[config.mk]
export PLATFORM = sky130hd
export DESIGN_NAME = dmem_access_ctrl_flat
export DESIGN_NICKNAME = d
export VERILOG_FILES = /design/src/rtl/dmem_access_ctrl_if.sv /design/src/rtl/dmem_access_ctrl.sv /design/src/flat_wrapper.sv
export SDC_FILE = /design/constraint.sdc
export NUM_CORES = 1
export LEC_CHECK = 0
export ABC_AREA = 0
export ABC_CLOCK_PERIOD_IN_PS = 5000
export BUFFER_PORTS_ARGS = -buffer_cell sky130_fd_sc_hd__buf_2
export CORE_ASPECT_RATIO = 1.5
export CORE_UTILIZATION = 45
export CTS_BUF_LIST = sky130_fd_sc_hd__clkbuf_8
export DETAILED_ROUTE_END_ITERATION = 16
export PLACE_DENSITY_LB_ADDON = 0.12
export SLEW_MARGIN = 20
export SYNTH_ARGS = -nofsm -noshare
export SYNTH_HDL_FRONTEND = slang
export SYNTH_SLANG_ARGS = --single-unit
[constraint.sdc]
create_clock -name clk -period 5 [get_ports clk]
set_input_delay 1 -clock clk [delete_from_list [all_inputs] [get_ports clk]]
set_output_delay 1 -clock clk [all_outputs]
set_load 0.01 [all_outputs]
[src/rtl/dmem_access_ctrl_if.sv]
// -----------------------------------------------------------------------------
// dmem_access_ctrl_if
// Request/acknowledge data-memory bus between the MEM-stage access controller
// (master) and the external data memory / IO fabric (slave).
//
// Signals
//   bus_req    master->slave  request, held until bus_ack
//   bus_we     master->slave  write strobe
//   bus_addr   master->slave  word-aligned byte address (bits [1:0] = 0)
//   bus_be     master->slave  byte enables
//   bus_wdata  master->slave  lane-replicated store data
//   bus_err    master->slave  one-cycle abort pulse on timeout
//   bus_ack    slave->master  single-cycle completion
//   bus_rdata  slave->master  read word, valid with bus_ack
// -----------------------------------------------------------------------------
interface dmem_access_ctrl_if #(
   parameter int ADDR_W = 32
);
   logic              bus_req;
   logic              bus_we;
   logic [ADDR_W-1:0] bus_addr;
   logic [3:0]        bus_be;
   logic [31:0]       bus_wdata;
   logic              bus_err;
   logic              bus_ack;
   logic [31:0]       bus_rdata;

   modport master (
      output bus_req, bus_we, bus_addr, bus_be, bus_wdata, bus_err,
      input  bus_ack, bus_rdata
   );

   modport slave (
      input  bus_req, bus_we, bus_addr, bus_be, bus_wdata, bus_err,
      output bus_ack, bus_rdata
   );
endinterface

[src/rtl/dmem_access_ctrl.sv]
// -----------------------------------------------------------------------------
// dmem_access_ctrl
// Turns the MEM-stage load/store controls into a request/acknowledge bus
// transaction, freezes the pipeline until it completes, builds byte enables
// and replicated store data, and returns sign/zero-extended load data.
//
// Ports
//   clk           rising-edge clock
//   reset         synchronous, active-high
//   memread       MEM-stage instruction is a load
//   memwrite      MEM-stage instruction is a store (wins if both are set)
//   funct3        000 B, 001 H, 010 W, 100 BU, 101 HU; others unsupported
//   addr          byte address from the ALU
//   wdata         store data (rs2)
//   rdata         extended load data, valid in DONE
//   stall         freeze IF/ID/EX/MEM registers
//   misalign_err  one-cycle pulse for a misaligned or unsupported access
//   bus           dmem_access_ctrl_if.master
//
// Optional feature
//   DMEM_TIMEOUT_EN : abort a BUSY transaction after TIMEOUT_CYCLES cycles
//                     without bus_ack (bus_err pulse, rdata = 0). When not
//                     defined, BUSY waits forever and bus_err is tied 0.
// -----------------------------------------------------------------------------
module dmem_access_ctrl #(
   parameter int ADDR_W         = 32,
   parameter int TIMEOUT_CYCLES = 255
) (
   input  logic              clk,
   input  logic              reset,
   input  logic              memread,
   input  logic              memwrite,
   input  logic [2:0]        funct3,
   input  logic [ADDR_W-1:0] addr,
   input  logic [31:0]       wdata,
   output logic [31:0]       rdata,
   output logic              stall,
   output logic              misalign_err,
   dmem_access_ctrl_if.master bus
);

   typedef enum logic [1:0] {ST_IDLE, ST_BUSY, ST_DONE} state_t;

   if (TIMEOUT_CYCLES < 1) begin : g_param_check
      $error("TIMEOUT_CYCLES must be at least 1");
   end

   state_t            r_state;
   state_t            w_next_state;
   logic              r_bus_req;
   logic              r_bus_we;
   logic [ADDR_W-1:0] r_bus_addr;
   logic [3:0]        r_bus_be;
   logic [31:0]       r_bus_wdata;
   logic [31:0]       r_rdata;
   logic              r_misalign_err;
   logic [1:0]        r_lane;      // addr[1:0] of the access in flight
   logic [2:0]        r_funct3;    // size/sign of the access in flight

   logic              w_req_valid;
   logic              w_aligned;
   logic [3:0]        w_be;
   logic [31:0]       w_wdata;
   logic [7:0]        w_byte;
   logic [15:0]       w_half;
   logic [31:0]       w_load_data;
   logic              w_timeout;

   assign w_req_valid = memread | memwrite;

   // Alignment and size decode of the incoming request.
   // NOTE: every signal driven in always_comb gets a default first, so no path
   // leaves it unassigned and no latch is inferred.
   always_comb begin
      w_aligned = 1'b0;
      w_be      = 4'b1111;
      w_wdata   = wdata;
      case (funct3)
         3'b000, 3'b100: begin
            w_aligned = 1'b1;
            w_be      = 4'b0001 << addr[1:0];
            w_wdata   = {4{wdata[7:0]}};
         end
         3'b001, 3'b101: begin
            w_aligned = ~addr[0];
            w_be      = 4'b0011 << addr[1:0];
            w_wdata   = {2{wdata[15:0]}};
         end
         3'b010: w_aligned = (addr[1:0] == 2'b00);
         default: w_aligned = 1'b0;
      endcase
   end

   // Lane extraction uses the registered address/size, since the pipeline
   // inputs are only guaranteed stable, not re-decoded, while BUSY.
   always_comb begin
      w_byte      = 8'(bus.bus_rdata >> {r_lane, 3'b000});
      w_half      = r_lane[1] ? bus.bus_rdata[31:16] : bus.bus_rdata[15:0];
      w_load_data = bus.bus_rdata;
      case (r_funct3)
         3'b000:  w_load_data = {{24{w_byte[7]}}, w_byte};
         3'b100:  w_load_data = {24'h0, w_byte};
         3'b001:  w_load_data = {{16{w_half[15]}}, w_half};
         3'b101:  w_load_data = {16'h0, w_half};
         default: w_load_data = bus.bus_rdata;
      endcase
   end

   // Next state and stall. Stall is combinational in IDLE so the request
   // cycle itself already freezes the pipeline.
   always_comb begin
      w_next_state = r_state;
      stall        = 1'b0;
      case (r_state)
         ST_IDLE: begin
            stall = w_req_valid & w_aligned;
            if (w_req_valid && w_aligned) w_next_state = ST_BUSY;
         end
         ST_BUSY: begin
            stall = 1'b1;
            if (bus.bus_ack || w_timeout) w_next_state = ST_DONE;
         end
         ST_DONE: w_next_state = ST_IDLE;  // same frozen instruction, ignore it
         default: w_next_state = ST_IDLE;
      endcase
      if (reset) stall = 1'b0;
   end

   // NOTE: sequential state uses non-blocking assignments so every register
   // samples pre-edge values; reset is synchronous and sampled on the edge.
   always_ff @(posedge clk) begin
      if (reset) begin
         r_state        <= ST_IDLE;
         r_bus_req      <= 1'b0;
         r_bus_we       <= 1'b0;
         r_bus_addr     <= '0;
         r_bus_be       <= 4'b0000;
         r_bus_wdata    <= 32'h0;
         r_rdata        <= 32'h0;
         r_misalign_err <= 1'b0;
         r_lane         <= 2'b00;
         r_funct3       <= 3'b000;
      end else begin
         r_state        <= w_next_state;
         r_misalign_err <= 1'b0;
         case (r_state)
            ST_IDLE: begin
               if (w_req_valid && !w_aligned) begin
                  r_misalign_err <= 1'b1;
                  r_rdata        <= 32'h0;
               end else if (w_req_valid) begin
                  r_bus_req   <= 1'b1;
                  r_bus_we    <= memwrite;
                  r_bus_addr  <= {addr[ADDR_W-1:2], 2'b00};
                  r_bus_be    <= w_be;
                  r_bus_wdata <= w_wdata;
                  r_lane      <= addr[1:0];
                  r_funct3    <= funct3;
               end
            end
            ST_BUSY: begin
               if (bus.bus_ack) begin
                  r_bus_req <= 1'b0;
                  r_bus_we  <= 1'b0;
                  if (!r_bus_we) r_rdata <= w_load_data;  // stores leave rdata alone
               end else if (w_timeout) begin
                  r_bus_req <= 1'b0;
                  r_bus_we  <= 1'b0;
                  r_rdata   <= 32'h0;
               end
            end
            default: ;
         endcase
      end
   end

`ifdef DMEM_TIMEOUT_EN
   localparam int CNT_W = ($clog2(TIMEOUT_CYCLES + 1) > 8) ? $clog2(TIMEOUT_CYCLES + 1) : 8;

   logic [CNT_W-1:0] r_to_cnt;
   logic             r_bus_err;

   // Counter sits at zero outside BUSY, so it is clear on BUSY entry and
   // holds the number of BUSY cycles already completed.
   always_ff @(posedge clk) begin
      if (reset) begin
         r_to_cnt  <= '0;
         r_bus_err <= 1'b0;
      end else begin
         r_bus_err <= w_timeout;
         if (r_state == ST_BUSY) r_to_cnt <= r_to_cnt + CNT_W'(1);
         else                    r_to_cnt <= '0;
      end
   end

   assign w_timeout   = (r_state == ST_BUSY) && !bus.bus_ack &&
                        (r_to_cnt == CNT_W'(TIMEOUT_CYCLES - 1));
   assign bus.bus_err = r_bus_err;
`else
   assign w_timeout   = 1'b0;
   assign bus.bus_err = 1'b0;
`endif

   assign bus.bus_req   = r_bus_req;
   assign bus.bus_we    = r_bus_we;
   assign bus.bus_addr  = r_bus_addr;
   assign bus.bus_be    = r_bus_be;
   assign bus.bus_wdata = r_bus_wdata;
   assign rdata         = r_rdata;
   assign misalign_err  = r_misalign_err;

endmodule

[src/flat_wrapper.sv]
// flat-port wrapper written by rule: the top's interface ports become plain ports
module dmem_access_ctrl_flat 
#(
   parameter int ADDR_W         = 32,
   parameter int TIMEOUT_CYCLES = 255
)
  (clk, reset, memread, memwrite, funct3, addr, wdata, rdata, stall, misalign_err, bus_bus_req, bus_bus_we, bus_bus_addr, bus_bus_be, bus_bus_wdata, bus_bus_err, bus_bus_ack, bus_bus_rdata);
  dmem_access_ctrl_if #(.ADDR_W(ADDR_W)) bus_i ();
  input  logic clk;
  input  logic reset;
  input  logic memread;
  input  logic memwrite;
  input  logic [2:0] funct3;
  input  logic [ADDR_W-1:0] addr;
  input  logic [31:0] wdata;
  output logic [31:0] rdata;
  output logic stall;
  output logic misalign_err;
  output wire logic [$bits(bus_i.bus_req)-1:0] bus_bus_req;
  output wire logic [$bits(bus_i.bus_we)-1:0] bus_bus_we;
  output wire logic [$bits(bus_i.bus_addr)-1:0] bus_bus_addr;
  output wire logic [$bits(bus_i.bus_be)-1:0] bus_bus_be;
  output wire logic [$bits(bus_i.bus_wdata)-1:0] bus_bus_wdata;
  output wire logic [$bits(bus_i.bus_err)-1:0] bus_bus_err;
  input wire logic [$bits(bus_i.bus_ack)-1:0] bus_bus_ack;
  input wire logic [$bits(bus_i.bus_rdata)-1:0] bus_bus_rdata;
  assign bus_bus_req = bus_i.bus_req;
  assign bus_bus_we = bus_i.bus_we;
  assign bus_bus_addr = bus_i.bus_addr;
  assign bus_bus_be = bus_i.bus_be;
  assign bus_bus_wdata = bus_i.bus_wdata;
  assign bus_bus_err = bus_i.bus_err;
  assign bus_i.bus_ack = bus_bus_ack;
  assign bus_i.bus_rdata = bus_bus_rdata;
  dmem_access_ctrl #(.ADDR_W(ADDR_W), .TIMEOUT_CYCLES(TIMEOUT_CYCLES)) u_core (.clk(clk), .reset(reset), .memread(memread), .memwrite(memwrite), .funct3(funct3), .addr(addr), .wdata(wdata), .rdata(rdata), .stall(stall), .misalign_err(misalign_err), .bus(bus_i));
endmodule
Yosys cells after proc, flatten, opt, wreduce, memory -nomap -nowiden
Cells that the tools add are included.
- equality and inequality tests: 14
- shifts and indexed selects: 3
- multiplexer cells: 22
- bitwise operators: 5
- reduce and logical (&&, ||, !) cells: 15
- operator list (kind ; number):
    one-hot mux 32 bit (2 select lines) ; 2
    one-hot mux 32 bit (4 select lines) ; 1
    two-way mux 32 bit ; 3
    right shift 32 x 5 -> 8 bit ; 1
    two-way mux 16 bit ; 1
    equality test 3 bit, second input constant ; 4
    one-hot mux 4 bit (2 select lines) ; 1
    AND reduction 4 bit ; 2
    two-way mux 1 bit ; 7
    equality test 3 x 1 -> 1 bit, second input constant ; 2
    logical NOT 3 bit ; 2
    inequality test 2 x 1 -> 1 bit, second input constant ; 3
    inequality test 2 bit, second input constant ; 3
    one-hot mux 1 bit (2 select lines) ; 3
    OR reduction 2 bit ; 3
    logical NOT 2 bit ; 2
    two-way mux 2 bit ; 2
    one-hot mux 2 bit (2 select lines) ; 1
    left shift 1 x 2 -> 4 bit, first input constant ; 1
    left shift 2 x 2 -> 4 bit, first input constant ; 1
    equality test 3 x 2 -> 1 bit, second input constant ; 1
    inverter 1 bit ; 3
    one-hot mux 1 bit (3 select lines) ; 1
    AND reduction 3 bit ; 1
    7 further kinds ; 8
- flip-flop bits (word level): 108
- input bits: 104
- output and inout port bits: 105

Depth between registers and ports, before layout
Gate-level depths: netlist of run 1.
- depth after elaboration: 7
- mapped depth: 7
- mapped depth without buffers: 4

Worst setup path before layout of run 1
OpenSTA, ideal clock, no wires.
- path type: in2out
- start point: input port addr[0]
- end point: output port stall
- arrival: 2.147 ns
- slack: 1.853 ns
- stages: 5
- cells stage by stage: or4_1 > clkbuf_1 > a21oi_1 > nor2_1 > nor3_1
- word-level cells in the longest chain between the ends: 5
- elaborated cells between the ends (all ways): 6
- those cells by class: 3 x mux; 2 x bitwise; 1 x reduce/logical
- ends and longest elaborated chain (what ; RTL line ; RTL):
    start, declared ; flat_wrapper.sv:14 ; input logic [ADDR_W-1:0] addr;
    logical NOT 2 bit or inverter 1 bit (tied branches) ; dmem_access_ctrl.sv:89, dmem_access_ctrl.sv:85 ;
    one-hot mux 1 bit (3 select lines) (*) ; dmem_access_ctrl.sv:78 ; case (funct3)
    bitwise AND 1 bit (*) ; dmem_access_ctrl.sv:116 ; stall = w_req_valid & w_aligned;
    one-hot mux 1 bit (2 select lines) (*) ; dmem_access_ctrl.sv:114 ; case (r_state)
    two-way mux 1 bit (*) ; dmem_access_ctrl.sv:126 ; if (reset) stall = 1'b0;
    end, declared ; flat_wrapper.sv:17 ; output logic stall;
Mark *: on every way between the ends. The rest lies on a longest branch, timed or not.

Worst setup path after layout of run 1
- start point: input port funct3[0]
- end point: output port stall
- word-level cells in the longest chain between the ends: 6
- elaborated cells between the ends (all ways): 11
- those cells by class: 4 x eq/ne; 3 x mux; 1 x bitwise; 3 x reduce/logical
- ends and longest elaborated chain (what ; RTL line ; RTL):
    start, declared ; flat_wrapper.sv:13 ; input logic [2:0] funct3;
    equality test 3 x 1 -> 1 bit, or another cell as far along ; dmem_access_ctrl.sv:78 ;
    OR reduction 2 bit ; dmem_access_ctrl.sv:78 ;
    one-hot mux 1 bit (3 select lines) (*) ; dmem_access_ctrl.sv:78 ;
    bitwise AND 1 bit (*) ; dmem_access_ctrl.sv:116 ;
    one-hot mux 1 bit (2 select lines) (*) ; dmem_access_ctrl.sv:114 ;
    two-way mux 1 bit (*) ; dmem_access_ctrl.sv:126 ;
Marked as above.

==> qor.yml, run 1 <==
path_clk_slew_ns: 0.11
nets: 834
diodes: 0
area_growth_pct: 25.9
num_rows: 45
wl_um: 13400
syn_area_per_cell_um2: 8.41
grt_pass1_vias: 4433
cts.path.max_buffers: 2
start_util_pct: 46.1
synth_edf_count: 0
io_buffer_count: 205
crit_slowest_cell: "or4_1"
crit_fanout: 22
synth.yosys.warnings: 0
async_flop_share_pct: 0
finalSetupViolCount: 0
die_w_um: 85.2
place.gp.congestion: 0.788
fp.coreArea_um2: 10100
grt_pass1_wl_um: 21100
fmax_mhz: 285
globalRoute.totalOverflow: 0
cts_resized: 0
crit_required_ns: 4.00
post_cts_buffers: 0
synth.ff_latch_count: 108
min_period_over_period_pct: 70.2
antenna_found_initial: 0
worstSetupPathType: "in -> out"
netlist_top_cells_area: "dfxtp_1 (46%), nand2_1 (11%), a21oi_1 (6.3%)"
die_h_um: 127
die_area_um2: 10800
drive_above_1_share_pct: 32.7
slew_viol_final: 0
power_density_nw_per_um2: 305
slowest_delay_ns: 0.70
clock_latency_ns: 0.36
critPathLaunchType: "input pin"
synthFlopType: "dfxtp_1"
vias_per_cell: 5.43
cp-end-kind: "output pin"
synth_area_leader_cell: "dfxtp_1"
clock-root-buffer: "clkbuf_8"
path_buf_inv: 2
ios: 209
synth.distinct_cells: 42
dp_hpwl_um: 9560
critPathArrivalTime_ns: 2.51
netlist_area_um2: 4670
muxShareOfSynthArea_pct: 7.95
crit_top_cell: "buf_2"
cts_hold_buf: 0
dr.pass1.iters: 4
slew_headroom_pct: 34.1
netlist_top_cells_count: "nand2_1 (131), dfxtp_1 (108), a21oi_1 (59), clkbuf_1 (40), nor2_1 (34)"
yosysSeqAreaShare_pct: 46.3
crit_chain: "buf_2, or4_1, a21oi_1, nor2_1, nor3_1, buf_2"
skew_ns: 0.00873
yosysTopAreaCellShare_pct: 46.3
postRouteAntennaNets: 0
synth_cells: 556
cts-buffers-inserted: 9
wl_met3_um: 843
worstMarginPinSlew_ns: 0.988
grt_max_degree: 56
critPathTopFamily: "simple AND/OR/NAND/NOR gates"
cellLeakagePower_uw: 0.00268
cts_tree: "built"
dr_wl_met2_um: 6880
synth_most_common_cell: "nand2_1"
max_cap_viol_count: 0
worstHoldPathType: "reg -> reg"
htree_levels: 3
synth_compound_area_share_pct: 21.3
run_status: "complete, no violations"
clock_sinks: 108
rsz0062_at_grt: "false"
finalSetupTns_ns: 0
ir_worst_vdd_mv: 0.202
grt_usage_pct: 24.5
dp_cells: 836
remaining_drc_errors: 0
vias: 4626
top_layer_used: "met4"
drt_iter0_markers: 172
synth_top_family_by_area: "compound AO/OA/AOI/OAI gates"
synth-xor-area-share_pct: 0
synthSimpleGateAreaFrac_pct: 19.6
wl_met1_um: 5340
finalNonFillerCells: 852
final-hold-violation-count: 0
yosys.area_share.adder_pct: 0
period_minus_slack_ns: 3.51
wl_per_cell_um: 15.7
==> area by class of cell <==
cell class,instances,area (um2)
fill,999,4250
multi-input combinational,395,2310
sequential,108,2160
timing repair buffer,211,1070
tap,117,146
clock buffer,9,124
clock inverter,7,50.0
inverter,5,18.8
==> cell families after synthesis <==
group           count (synthesis)
compound gates                145
other cells                     1
mux                            35
flops                         108
buf+inv                        55
simple gates                  212
==> sequential cells by signal, indices dropped and copies added (netlist names) <==
register and cells:
u_core.r_funct3 3, u_core.rdata 32, u_core.r_lane 2, u_core.misalign_err 1, u_core.bus.bus_we 1, u_core.r_state 2, u_core.bus.bus_be 4, u_core.bus.bus_req 1
u_core.bus.bus_wdata 32, u_core.bus.bus_addr 30
==> path summary, 6_finish.rpt <==
kind	start	end	slack [ns]	depth (start not counted)
worst max register to register	u_core.r_lane[1]	u_core.rdata[14]	2.42	4
worst min register to register	u_core.bus.bus_addr[31]	u_core.bus.bus_addr[31]	0.46	2
worst min-delay path	u_core.bus.bus_addr[31]	u_core.bus.bus_addr[31]	0.46	2
worst max-delay path	funct3[0]	stall	1.49	6
==> worst register-to-register path, cell delays in order, from the launching register on <==
cell and delay, ns:
dfxtp_1 0.94, mux4_2 0.60, a21oi_1 0.47, o21ai_0 0.19, a32o_1 0.28
==> power breakdown <==
group / switching (uW) / internal, uW / total, uW / leakage [uW]
combinational: 203 / 146 / 349 / 0.00171
sequential: 40.6 / 916 / 956 / 0.000882
clock: 305 / 183 / 489 / 0.0000874
==> stage by stage <==
stage               instance area (um2)  util [%]  power, uW  hold slack (ns)  worst slack (ns)
detailed placement                 5710      56.3       1330            0.446              1.46
floorplan                          4680         -       1180            0.479              1.85
global route                       5880      58.0       1880            0.474              1.33
finish                             5880      58.0       1790            0.461              1.49
global placement                   5700      56.2       1310            0.440              1.48
CTS                                5880      58.0       1810            0.460              1.46
==> metal layers <==
| metal | vias to the layer above | track usage [%] |
|---|---|---|
| li1 | 2287 | - |
| met1 | 2148 | 27.9 |
| met2 | 170 | 43.5 |
| met3 | 21 | 5.53 |
| met4 | 0 | 10.2 |
| met5 | - | 0 |
==> cells in the final DEF, fill, tap and decap left out, drive strengths merged, types with 9 or more instances in the layout <==
cell    synthesis  routed
o21ai          20      20
o211ai          9       9
mux2i          27      27
nand2b         15      15
a221o          16      16
a211oi          9       9
nor2           34      34
nor3            9       9
a311oi          9       9
clkbuf         40       9
dfxtp         108     108
buf            10     211
nand2         131     131
a21oi          59      59
No activity file was read; power rests on OpenSTA's default activity.
==> inputs of run 2 (changes only) <==
ABC_CLOCK_PERIOD_IN_PS = 2800   (was 5000)
CORE_UTILIZATION = 44   (was 45)
clock period = 2.8 ns   (was 5 ns; I/O delays follow)
==> run 2 against run 1 <==
Routed wire length is 1.0% lower. Sequential power grew 78%. Clock power grew 100%. Critical endpoint unchanged. Register-to-register slack got worse by 1.6 ns. Largest power group unchanged. Setup slack worse by 1.2 ns. Die area increased by 2.2%.
==> qor.yml, run 2 (synthesized netlist as in run 1, its figures left out) <==
run_status: "complete, no violations"
drive_above_1_share_pct: 33.3  # +0.68 points
die_w_um: 86.2  # +1.1%
clock_sinks: 108  # unchanged
grt_pass1_vias: 4325  # -2.4%
mostFrequentLayoutCells: "buf_2 (205), nand2_1 (131), dfxtp_1 (107)"
min-delay-start: "addr[23]"
grt_max_degree: 77  # +38%
final-hold-violation-count: 0  # unchanged
wl_per_cell_um: 15.0  # -4.4%
power_density_nw_per_um2: 555  # +82%
clock_latency_ns: 0.37  # about the same
path_clk_slew_ns: 0.11  # about the same
vias_per_cell: 5.24  # -3.5%
antenna_found_initial: 0  # unchanged
nets: 840  # +0.72%
layout_commonest_cell: "buf_2"
finalSetupTns_ns: 0  # unchanged
min_period_over_period_pct: 88.6
post_cts_buffers: 0  # unchanged
fin_ws_ns: 0.319  # -1.17 ns
cts-buffers-inserted: 9  # unchanged
grt_usage_pct: 23.8  # -0.62 points
ir_worst_vdd_mv: 0.302  # +49%
ios: 209  # unchanged
power.internal_uw: 2340  # +88%
r2r_start: "u_core.r_state[0]"
slew_headroom_pct: 46.5  # +12 points
cp-end-kind: "output pin"
critPathArrivalTime_ns: 1.92  # -0.59 ns
grt_pass1_wl_um: 20800  # -1.4%
crit_slowest_cell: "or4_1"
rsz0062_at_grt: "false"
htree_levels: 3  # unchanged
seq_area_um2: 2160  # unchanged
die_area_um2: 11000  # +2.2%
worstHoldPathType: "in -> reg"
fp.coreArea_um2: 10200  # +1.1%
critPathLaunchType: "input pin"
cp-startpoint: "addr[0]"
p_comb_share_pct: 19.3  # -0.2 points
cts.path.max_buffers: 2  # unchanged
die_h_um: 128  # +1.1%
fill_cells: 1003  # +0.40%
drt_iter0_markers: 164  # -4.7%
worstMarginPinSlew_ns: 0.802  # -0.186 ns
pwr-share-seq_pct: 50.9  # -2.4 points
fmax_mhz: 403
holdWs_ns: 0.410  # -0.0518 ns
clock-root-buffer: "clkbuf_8"
crit_top_cell: "buf_2"
globalRoute.totalOverflow: 0  # unchanged
dp_hpwl_um: 9640  # +0.78%
postRouteAntennaNets: 0  # unchanged
slowest_delay_ns: 0.66  # -0.04 ns
cellLeakagePower_uw: 0.00273  # +1.9%
cts_tree: "built"
swShare_pct: 30.0  # -0.58 points
finalSetupViolCount: 0  # unchanged
io_buffer_count: 205  # unchanged
num_rows: 45  # unchanged
crit_chain: "buf_2, or4_1, a21oi_1, nor2_1, nor3_1, buf_2"
crit_fanout: 5  # -77%
cts_resized: 0  # unchanged
utilization_pct: 58.7  # +0.67 points
place.gp.congestion: 0.819  # +3.9%
skew_ns: 0.00797  # -0.000765 ns
clkPwrFrac_pct: 29.8  # +2.6 points
cts_hold_buf: 0  # unchanged
diodes: 0  # unchanged
start_util_pct: 45.6  # -0.51 points
remaining_drc_errors: 0  # unchanged
max_cap_viol_count: 0  # unchanged
area_growth_pct: 28.7
wl_um: 13200  # -1.0%
worstSetupPathType: "in -> out"
period_minus_slack_ns: 2.48
crit_required_ns: 2.24  # -1.76 ns
multiInputGateArea_um2: 2310  # unchanged
p_sw_uw: 1000  # +83%
dr.pass1.iters: 4  # unchanged
slew_viol_final: 0  # unchanged
place_ws_ns: 0.187  # -1.27 ns
vias: 4620  # -0.13%
==> run 2: power groups by stage <==
stage	registers [uW]	logic (uW)	clock network (uW)
3_5_place_dp	1730	648	0
6_report	1700	646	996
4_1_cts	1700	650	1020
2_1_floorplan	1760	343	0
5_1_grt	1710	714	1090
3_3_place_gp	1730	634	0
==> run 2: final timing paths <==
kind,to,depth (start not counted),slack (ns)
max,stall,6,0.32
min,u_core.bus.bus_addr[23],3,0.41
max reg2reg,u_core.rdata[21],5,0.80
min reg2reg,u_core.bus.bus_wdata[2],2,0.46
==> run 2: critical path, delay by kind of cell <==
kind	cells	cell delay [ns]
AND/OR/NAND/NOR	3	0.86
AO/OA/AOI/OAI	1	0.21
buffers and inverters	2	0.30
==> run 2: cell type report <==
cell class / count / area share (%)
tap: 141 / 2.93
clock buffer: 9 / 2.06
clock inverter: 7 / 1.39
multi-input combinational: 395 / 38.4
inverter: 5 / 0.312
sequential: 108 / 36.0
timing repair buffer: 217 / 19.0
==> run 2: routing by layer <==
metal | global-route usage [%] | wire [um] | up-vias
li1 | - | - | 2299
met1 | 27.8 | 5410 | 2146
met2 | 41.8 | 6740 | 155
met3 | 5.73 | 810 | 20
met4 | 8.92 | 285 | 0
met5 | 0 | 0 | -
==> run 2: per-stage QoR <==
| stage | area [um2] | cells | power, uW |
|---|---|---|---|
| finish | 6020 | 882 | 3340 |
| global route | 6020 | 882 | 3520 |
| CTS | 6010 | 882 | 3370 |
| detailed placement | 5800 | 866 | 2380 |
| global placement | 5800 | 866 | 2370 |
| floorplan | 4680 | 558 | 2110 |
